<file path="src/rtl/onehot_line_sequencer.sv">
// Registered one-hot line driver: direct address decode with hold, plus an
// autonomous scan that walks every line for DWELL cycles each.
//
//   state  | meaning
//   -------+---------------------------------------------
//   S_IDLE | all lines low
//   S_HOLD | one direct-decoded line held, line_valid high
//   S_SCAN | scan in progress, scan_busy high
module onehot_line_sequencer #(
    parameter int ADDR_W    = 3,
    parameter int NUM_LINES = 6,
    parameter int DWELL     = 2
) (
    input  logic                 clk,
    input  logic                 rst_n,
    input  logic                 enable,
    input  logic                 mode,
    input  logic                 addr_valid,
    input  logic [ADDR_W-1:0]    addr,
    input  logic                 scan_start,
    output logic [NUM_LINES-1:0] line,
    output logic                 line_valid,
    output logic                 addr_err,
    output logic                 scan_busy,
    output logic                 scan_done
);

    localparam int CNT_W = (DWELL > 1) ? $clog2(DWELL) : 1;

    typedef enum logic [1:0] {
        S_IDLE = 2'd0,
        S_HOLD = 2'd1,
        S_SCAN = 2'd2
    } state_t;

    state_t               state_q, state_d;
    logic [NUM_LINES-1:0] line_q, line_d;
    logic                 line_valid_q, line_valid_d;
    logic                 addr_err_q, addr_err_d;
    logic                 scan_busy_q, scan_busy_d;
    logic                 scan_done_q, scan_done_d;
    logic [ADDR_W-1:0]    idx_q, idx_d;
    logic [CNT_W-1:0]     cnt_q, cnt_d;

    logic [NUM_LINES-1:0] dec_line;
    logic                 addr_legal;
    logic                 dwell_end;
    logic                 last_line;

    // Address decode: one bit per legal address, zero for illegal ones.
    always_comb begin
        dec_line = '0;
        for (int i = 0; i < NUM_LINES; i++) begin
            dec_line[i] = (addr == ADDR_W'(i));
        end
    end

    assign addr_legal = ({1'b0, addr} < (ADDR_W + 1)'(NUM_LINES));
    assign dwell_end  = (cnt_q == CNT_W'(DWELL - 1));
    assign last_line  = (idx_q == ADDR_W'(NUM_LINES - 1));

    // Next-state and next-output logic; enable low overrides every state.
    always_comb begin
        state_d      = state_q;
        line_d       = line_q;
        line_valid_d = line_valid_q;
        addr_err_d   = 1'b0;
        scan_busy_d  = 1'b0;
        scan_done_d  = 1'b0;
        idx_d        = idx_q;
        cnt_d        = cnt_q;

        if (!enable) begin
            state_d      = S_IDLE;
            line_d       = '0;
            line_valid_d = 1'b0;
            idx_d        = '0;
            cnt_d        = '0;
        end else begin
            case (state_q)
                S_IDLE, S_HOLD: begin
                    if (!mode && addr_valid) begin
                        if (addr_legal) begin
                            state_d      = S_HOLD;
                            line_d       = dec_line;
                            line_valid_d = 1'b1;
                        end else begin
                            state_d      = S_IDLE;
                            line_d       = '0;
                            line_valid_d = 1'b0;
                            addr_err_d   = 1'b1;
                        end
                    end else if (mode && scan_start) begin
                        state_d      = S_SCAN;
                        line_d       = NUM_LINES'(1);
                        line_valid_d = 1'b0;
                        scan_busy_d  = 1'b1;
                        idx_d        = '0;
                        cnt_d        = '0;
                    end else if (state_q == S_IDLE) begin
                        line_d       = '0;
                        line_valid_d = 1'b0;
                    end
                end
                S_SCAN: begin
                    scan_busy_d = 1'b1;
                    if (dwell_end) begin
                        cnt_d = '0;
                        if (last_line) begin
                            state_d     = S_IDLE;
                            line_d      = '0;
                            scan_busy_d = 1'b0;
                            scan_done_d = 1'b1;
                            idx_d       = '0;
                        end else begin
                            idx_d  = idx_q + ADDR_W'(1);
                            line_d = line_q << 1;
                        end
                    end else begin
                        cnt_d = cnt_q + CNT_W'(1);
                    end
                end
                default: begin
                    state_d      = S_IDLE;
                    line_d       = '0;
                    line_valid_d = 1'b0;
                    idx_d        = '0;
                    cnt_d        = '0;
                end
            endcase
        end
    end

    // State, counters and all outputs are registered so lines never glitch.
    always_ff @(posedge clk or negedge rst_n) begin
        if (!rst_n) begin
            state_q      <= S_IDLE;
            line_q       <= '0;
            line_valid_q <= 1'b0;
            addr_err_q   <= 1'b0;
            scan_busy_q  <= 1'b0;
            scan_done_q  <= 1'b0;
            idx_q        <= '0;
            cnt_q        <= '0;
        end else begin
            state_q      <= state_d;
            line_q       <= line_d;
            line_valid_q <= line_valid_d;
            addr_err_q   <= addr_err_d;
            scan_busy_q  <= scan_busy_d;
            scan_done_q  <= scan_done_d;
            idx_q        <= idx_d;
            cnt_q        <= cnt_d;
        end
    end

    assign line       = line_q;
    assign line_valid = line_valid_q;
    assign addr_err   = addr_err_q;
    assign scan_busy  = scan_busy_q;
    assign scan_done  = scan_done_q;

endmodule

</file>
<file path="config.mk">
export PLATFORM = sky130hd
export DESIGN_NAME = onehot_line_sequencer
export DESIGN_NICKNAME = d
export VERILOG_FILES = /design/src/rtl/onehot_line_sequencer.sv
export SDC_FILE = /design/constraint.sdc
export NUM_CORES = 1
export LEC_CHECK = 0
export BUFFER_PORTS_ARGS = -buffer_cell sky130_fd_sc_hd__clkbuf_2
export CAP_MARGIN = 20
export CORE_MARGIN = 2
export CORE_UTILIZATION = 40
export CTS_CLUSTER_SIZE = 12
export DETAILED_ROUTE_END_ITERATION = 10
export GPL_TIMING_DRIVEN = 0
export PLACE_DENSITY = 0.64
export SYNTH_ARGS = -nofsm -noshare
export SYNTH_HDL_FRONTEND = slang
export SYNTH_SLANG_ARGS = --single-unit
</file>
<file path="constraint.sdc">
create_clock -name clk -period 1.6 [get_ports clk]
set_input_delay 0.24 -clock clk [delete_from_list [all_inputs] [get_ports clk]]
set_output_delay 0.24 -clock clk [all_outputs]
set_load 0.005 [all_outputs]
</file>
## Word level (Yosys, flattened, before mapping)

Index checks and enable logic that the tools add are counted.

- Register bits after elaboration: 16
- Bits of input ports: 9
- Output and inout port bits: 10
- Word-level logic and storage cells: 83

- Add/subtract/negate cells: 2
- Order comparisons: 1
- Equality and inequality tests: 15
- Mux-type cells: 46
- Reductions and logical operators: 11

Operator list:

| operator | number |
|---|---|
| two-way mux 6 bit | 7 |
| two-way mux 1 bit | 23 |
| two-way mux 3 bit | 5 |
| inequality test 3 bit, second input constant | 4 |
| case mux 6 bit (2 select lines) | 1 |
| two-way mux 2 bit | 5 |
| == test 3 bit, second input constant | 3 |
| == test 3 x 2 -> 1 bit, second input constant | 2 |
| case mux 1 bit (2 select lines) | 3 |
| case mux 3 bit (2 select lines) | 1 |
| AND reduction 2 bit | 3 |
| AND reduction 3 bit | 2 |
| inequality test 5 bit, second input constant | 1 |
| inequality test 4 bit, second input constant | 1 |
| case mux 2 bit (2 select lines) | 1 |
| adder 3 x 1 -> 3 bit, second input constant | 1 |
| == test 3 x 1 -> 1 bit, second input constant | 1 |
| zero test 3 bit | 1 |
| < comparator 3 bit, second input constant | 1 |
| == test 2 x 1 -> 1 bit, second input constant | 1 |
| == test 2 bit, second input constant | 1 |
| logical AND 1 bit | 2 |
| zero test 2 bit | 1 |
| inequality test 2 bit, second input constant | 1 |
| 3 further kinds | 3 |

## Longest topological paths before layout

Gate-level depths: netlist (run 1).

- Depth after elaboration: 6
- Depth in mapped cells: 4
- Gate-level depth less buffers: 4

## Worst setup path before layout (run 1)

No wires, ideal clock.

- Path kind: reg2reg
- Start: register state_q[1]
- End: register line_q[1] (netlist: line[1])
- Setup time: 0.128 ns
- Data arrival time: 1.210 ns
- Data required time: 1.472 ns
- Path slack: 0.262 ns
- Stages on the path, launching flop included: 5
- Path buffers: 0
- Clock period less this slack: 1.338 ns
- Cell sequence: dfrtp_1 nor2b_2 nand4_2 o21ai_4 mux2_1

- Word-level cells in the longest chain between the ends: 4
- Elaborated cells on any way between the ends: 9
- Classes of those cells: eq/ne: 4; mux: 2; reduce/logical: 3

RTL lines:

| element | RTL line | source |
|---|---|---|
| from (decl) | 36 | `state_t state_q, state_d;` |
| from (signal assigned) | 146 | `state_q <= state_d;` |
| == test 2 x 1 -> 1 bit / zero test 2 bit (equally long branches) | 80, 100 |  |
| OR reduction 2 bit | 80 | `case (state_q)` |
| inequality test 5 bit (no line) / case mux 6 bit (2 select lines) (equally long branches) | - |  |
| AND reduction 2 bit (no line) / two-way mux 6 bit (equally long branches) | - |  |
| to (signal assigned) | 147 | `line_q <= line_d;` |
| to (decl) | 37 | `logic [NUM_LINES-1:0] line_q, line_d;` |

Parallel ways exist; a longest one is shown, timed or not.
A chain may end at the register's enable or synchronous reset.

## Worst setup path in the final report (run 1)

- Start: register state_q[0]
- End: register line_q[5] (netlist: line[5])

The elaborated chain is that of the path after synthesis.

==> results.json, run 1 <==
{
  "status": "finished clean",
  "io_pins": 19,
  "insertion_delay_ns": 0.28,
  "critPathMaxFanout": 6,
  "wl_per_cell_um": 12.8,
  "final_common_cell": "clkbuf_2",
  "final_cell_mix": "clkbuf_2 (18), dfrtp_1 (15), nand2_1 (7)",
  "worstSetupEndpointType": "register",
  "post-route-period-util_pct": 91.6,
  "dieArea_um2": 2380,
  "setup_tns_ns": 0,
  "syn_nets": 84,
  "ys_ff_latch": 16,
  "numPortBuffers": 18,
  "floorplan.initialDensity_pct": 41.7,
  "cts_tree": "done",
  "placed_cells": 120,
  "maxCapViolCount": 0,
  "hold_violations": 0,
  "cts_root_buffer": "clkbuf_4",
  "powerDensity_nw_per_um2": 765,
  "setup_viol": 0,
  "p_leak_nw": 0.480,
  "viasPerCell": 5.18,
  "h-tree-depth": 1,
  "grt_pass1_vias": 612,
  "cp-start-kind": "register",
  "drtIter0Drc": 12,
  "max_freq_ghz": 0.682,
  "gp_congestion": 0.764,
  "synthToLayoutAreaGrowth_pct": 19.7,
  "firstDrtPassIters": 4,
  "worst_pin_slew_ns": 0.373,
  "drive_gt1_share_pct": 28.9,
  "coreArea_um2": 1920,
  "cts_setup_buffers": 0,
  "synth-main-ff-cell": "dfrtp_1",
  "n_antenna_cell": 0,
  "vias": 642,
  "min_period_ns": 1.47,
  "maxSlewHeadroom_pct": 75.1,
  "cp.arrival_ns": 1.63,
  "criticalPathCategory": "reg2reg",
  "grt_pass1_wl_mm": 2.63,
  "syn_inst": 75,
  "wirelength_mm": 1.59,
  "synth_cell_type_count": 32,
  "drc_errors": 0,
  "ir_drop_uv": 477,
  "grt_use_total_pct": 14.7,
  "whs_ns": 0.287,
  "clk_transition_reported_paths_ns": 0.09,
  "async_flop_share_pct": 100,
  "synth_area_um2": 802,
  "slew_viol_final": 0,
  "synth_edf_count": 0,
  "avgSynthCellArea_um2": 10.7,
  "fin_worst_skew_ns": 0.00353,
  "final_nets": 108,
  "seq_area_frac_synth_pct": 49.9,
  "cts_num_sinks": 16,
  "die-width_um": 48.8,
  "rsz0062_at_grt": "false",
  "detail-route-antenna-nets": 0,
  "power_uw": 734,
  "antenna_found_initial": 0,
  "dp_hpwl_mm": 1.19,
  "yosys_warnings": 0,
  "rows": 16,
  "cts_buffers": 3,
  "instances_no_fill": 124,
  "die_h_um": 48.8,
  "cts_buffer_depth": 2,
  "required_ns": 1.76,
  "grt_remaining_overflow": 0,
  "grt_max_degree": 17,
  "hold_class": "in2reg"
}
critical path: stages, from the launching register on:
cell,delay (ns)
dfrtp_1,0.41
and2b_1,0.28
nand2_2,0.10
o21ai_4,0.22
mux2_1,0.34
where the power goes:
| group | switching, mW | leakage (nW) | internal [mW] |
|---|---|---|---|
| clock network | 0.116 | 0.0138 | 0.0872 |
| logic | 0.0595 | 0.247 | 0.0422 |
| registers | 0.0131 | 0.219 | 0.416 |
cell type report:
cell class              instances  area, um^2
plain buffers                   1        3.75
inverters                       1        3.75
multi-input cells              57         394
fillers                       194         962
clock buffers                   3        22.5
well taps                      27        33.8
flip-flops and latches         16         402
repair buffers                 19         100
cells in the mapped netlist, drive strengths merged (2+ instances only):
master	number	area (um^2)
nor2b	5	33.8
mux2	2	22.5
nand2b	2	12.5
nor3	2	10.0
nand2	8	32.5
and2	2	12.5
a22oi	2	15.0
o2bb2ai	3	26.3
nand3	2	10.0
dfrtp	16	400
a21oi	4	20.0
a21o	2	15.0
and3	2	12.5
nor2	5	18.8
a32o	2	20.0
nor3b	2	15.0
stage by stage:
| stage | setup slack [ns] | instance area, um^2 | util, % |
|---|---|---|---|
| floorplan | 0.262 | 802 | - |
| global placement | 0.0917 | 926 | 48.2 |
| detailed placement | 0.0844 | 926 | 48.2 |
| CTS | 0.0694 | 958 | 49.9 |
| global route | 0.0582 | 960 | 49.9 |
| finish | 0.134 | 960 | 49.9 |
worst paths after layout:
check | from | endpoint | slack (ns) | depth (start not counted)
max in group asynchronous | rst_n | state_q[1] | 0.91 | 2
setup reg to reg | state_q[0] | line[5] | 0.13 | 4
min in group asynchronous | rst_n | idx_q[1] | 0.40 | 2
setup / recovery | state_q[0] | line[5] | 0.13 | 4
hold reg to reg | line[5] | line[5] | 0.50 | 1
hold / removal | addr[1] | addr_err | 0.29 | 2
registers in the layout, indices dropped and copies added (netlist names):
name,count
idx_q,3
scan_busy,1
cnt_q,1
state_q,2
line,6
line_valid,1
scan_done,1
addr_err,1
metal layers:
metal | wire, um | global-route usage, %
met4 | 14 | 7.14
met3 | 60 | 3.07
met2 | 771 | 23.5
met5 | 0 | 0
met1 | 743 | 19.0
cells by family (layout without fill, tap and decap cells):
family                 after synthesis  after routing  share of synthesized area (%)
buffers and inverters                2             24                          0.935
AO/OA/AOI/OAI                       20             20                           20.9
flip-flops                          16             16                           49.9
AND/OR/NAND/NOR                     34             34                           24.2
multiplexers                         3              3                           4.06
repair_timing:
item                       CTS  global route
setup endpoints to repair    0             2
gates resized for setup      0             1
hold buffers                 1             0
hold endpoints to repair    16             0
No activity file was read; power rests on OpenSTA's default activity.
==> run 2: changes to the inputs <==
CORE_UTILIZATION = 38   (was 40)
PLACE_DENSITY = 0.62   (was 0.64)
clock period = 1.4 ns   (was 1.6 ns; I/O delays follow)
==> run 2 against run 1 <==
Clock power up 52%. Non-clock buffer count increased by 3. Critical endpoint is now line[0]. Register-to-register slack worse by 0.098 ns. Clock skew grew 0.0026 ns. First-iteration DRC count down 17%. Largest cell class is now multi-input combinational cells. Maximum frequency up 7.5%.
==> results.json, run 2 (synthesis results as in run 1) <==
{
  "cts_num_sinks": 16,
  "synthToLayoutAreaGrowth_pct": 29.2,
  "placed_cell_area_um2": 926,
  "cts_root_buffer": "clkbuf_4",
  "io_pins": 19,
  "dieArea_um2": 2490,
  "worstSetupEndpointType": "register",
  "hold_violations": 0,
  "grt_max_degree": 17,
  "numPortBuffers": 18,
  "antenna_found_initial": 0,
  "drive_gt1_share_pct": 36.6,
  "cts_buffers": 3,
  "worstPathBufferInverterCount": 1,
  "h-tree-depth": 1,
  "die_h_um": 49.9,
  "drc_errors": 0,
  "wirelength_mm": 1.68,
  "maxSlewHeadroom_pct": 73.7,
  "gp_congestion": 0.776,
  "dp_hpwl_mm": 1.25,
  "insertion_delay_ns": 0.28,
  "firstDrtPassIters": 4,
  "floorplan.initialDensity_pct": 40.5,
  "cp-start-kind": "register",
  "post-route-period-util_pct": 97.4,
  "hold_class": "in2reg",
  "maxCapViolCount": 0,
  "crit_chain": "and2b_2 -> nand2_2 -> o21ai_4 -> buf_4 -> a22o_1",
  "r2r_slack_ns": 0.04,
  "whs_ns": 0.240,
  "cp.arrival_ns": 1.55,
  "cts_buffer_depth": 2,
  "clk_transition_reported_paths_ns": 0.10,
  "hold_path_end": "addr_err",
  "grt_pass1_wl_mm": 2.83,
  "grt_remaining_overflow": 0,
  "vias": 671,
  "drtIter0Drc": 10,
  "powerDensity_nw_per_um2": 906,
  "rows": 16,
  "detail-route-antenna-nets": 0,
  "required_ns": 1.58,
  "slew_viol_final": 0,
  "final_common_cell": "clkbuf_2",
  "viasPerCell": 5.24,
  "final_cell_mix": "clkbuf_2 (18), dfrtp_1 (15), nand2_1 (7)",
  "min_period_ns": 1.36,
  "max_stage_delay_ns": 0.47,
  "largest_reg_flops": 6,
  "r2r-end": "line[0]",
  "setup_viol": 0,
  "place_ws_ns": -0.0987,
  "whs_path_depth": 2,
  "grt_pass1_vias": 628,
  "coreArea_um2": 1980,
  "status": "finished clean",
  "n_antenna_cell": 0,
  "critPathSlowestCell": "dfrtp_2",
  "worst_pin_slew_ns": 0.394,
  "worstReg2RegStart": "state_q[1]",
  "crit_family": "flip-flops",
  "grt_use_total_pct": 15.1,
  "timing.final.ws_setup_ns": 0.0367,
  "final_nets": 111,
  "critPathMaxFanout": 4,
  "min-delay-start": "addr[1]",
  "fillers": 188,
  "criticalPathCategory": "reg2reg",
  "ir_drop_uv": 501,
  "final_cell_area_um2": 1040,
  "cts_tree": "done",
  "fin_worst_skew_ns": 0.00614,
  "p_leak_nw": 0.511,
  "instances_no_fill": 128,
  "r2r_cells": 5,
  "setup_tns_ns": 0,
  "max_freq_ghz": 0.733,
  "power_uw": 939,
  "wl_per_cell_um": 13.1,
  "fin_util_pct": 52.3,
  "placed_cells": 120,
  "die-width_um": 49.9
}
==> run 2: cell types whose count changed in the layout (fill, tap and decap cells not counted), sizes merged <==
cell,before,now
buf,0,3
clkbuf,22,23
==> run 2: report_power, final <==
part / internal, mW / switching [mW] / total, mW / leakage (nW)
clock: 0.158 / 0.150 / 0.309 / 0.0210
combinational: 0.0618 / 0.0787 / 0.140 / 0.271
sequential: 0.476 / 0.0143 / 0.490 / 0.219
==> run 2: repair_timing <==
action / in CTS / in global routing
hold buffers: 1 / 0
buffers inserted: 2 / 1
pin swaps: 1 / 0
endpoints found under the hold margin: 16 / 0
gates cloned: 0 / 0
resized for setup: 2 / 7
setup endpoints to repair: 2 / 2
==> run 2: worst max path at each step <==
stage	cells past startpoint	end	slack, ns	start
6_report	5	line[0]	0.04	state_q[1]
4_1_cts	4	line[5]	0.01	state_q[0]
2_1_floorplan	4	line[1]	0.06	state_q[1]
3_5_place_dp	4	line[5]	-0.1	state_q[1]
5_1_grt	5	line[0]	-0.009	state_q[1]
3_3_place_gp	4	line[1]	-0.10	state_q[1]
==> run 2: cell type report <==
class / instances / area [um^2] / share of cell area [%]
Sequential cell: 16 / 402 / 38.8
Clock buffer: 4 / 36.3 / 3.50
Multi-Input combinational cell: 57 / 434 / 41.9
Inverter: 1 / 3.75 / 0.362
Buffer: 1 / 3.75 / 0.362
Timing Repair Buffer: 22 / 123 / 11.8
Tap cell: 27 / 33.8 / 3.26
==> run 2: metal layers <==
layer  track usage (%)  part of all wire, %  up-vias
met3              3.64                  4.2        2
met2              22.4                   46       18
met4              5.56                 0.77        0
met5                 0                    0        -
met1              21.2                   49      321
li1                  -                    -      330
==> run 2: worst reg2reg max path, stage by stage (launching register included) <==
cell	delay, ns
dfrtp_2	0.47
and2b_2	0.25
nand2_2	0.10
o21ai_4	0.06
buf_4	0.16
a22o_1	0.22
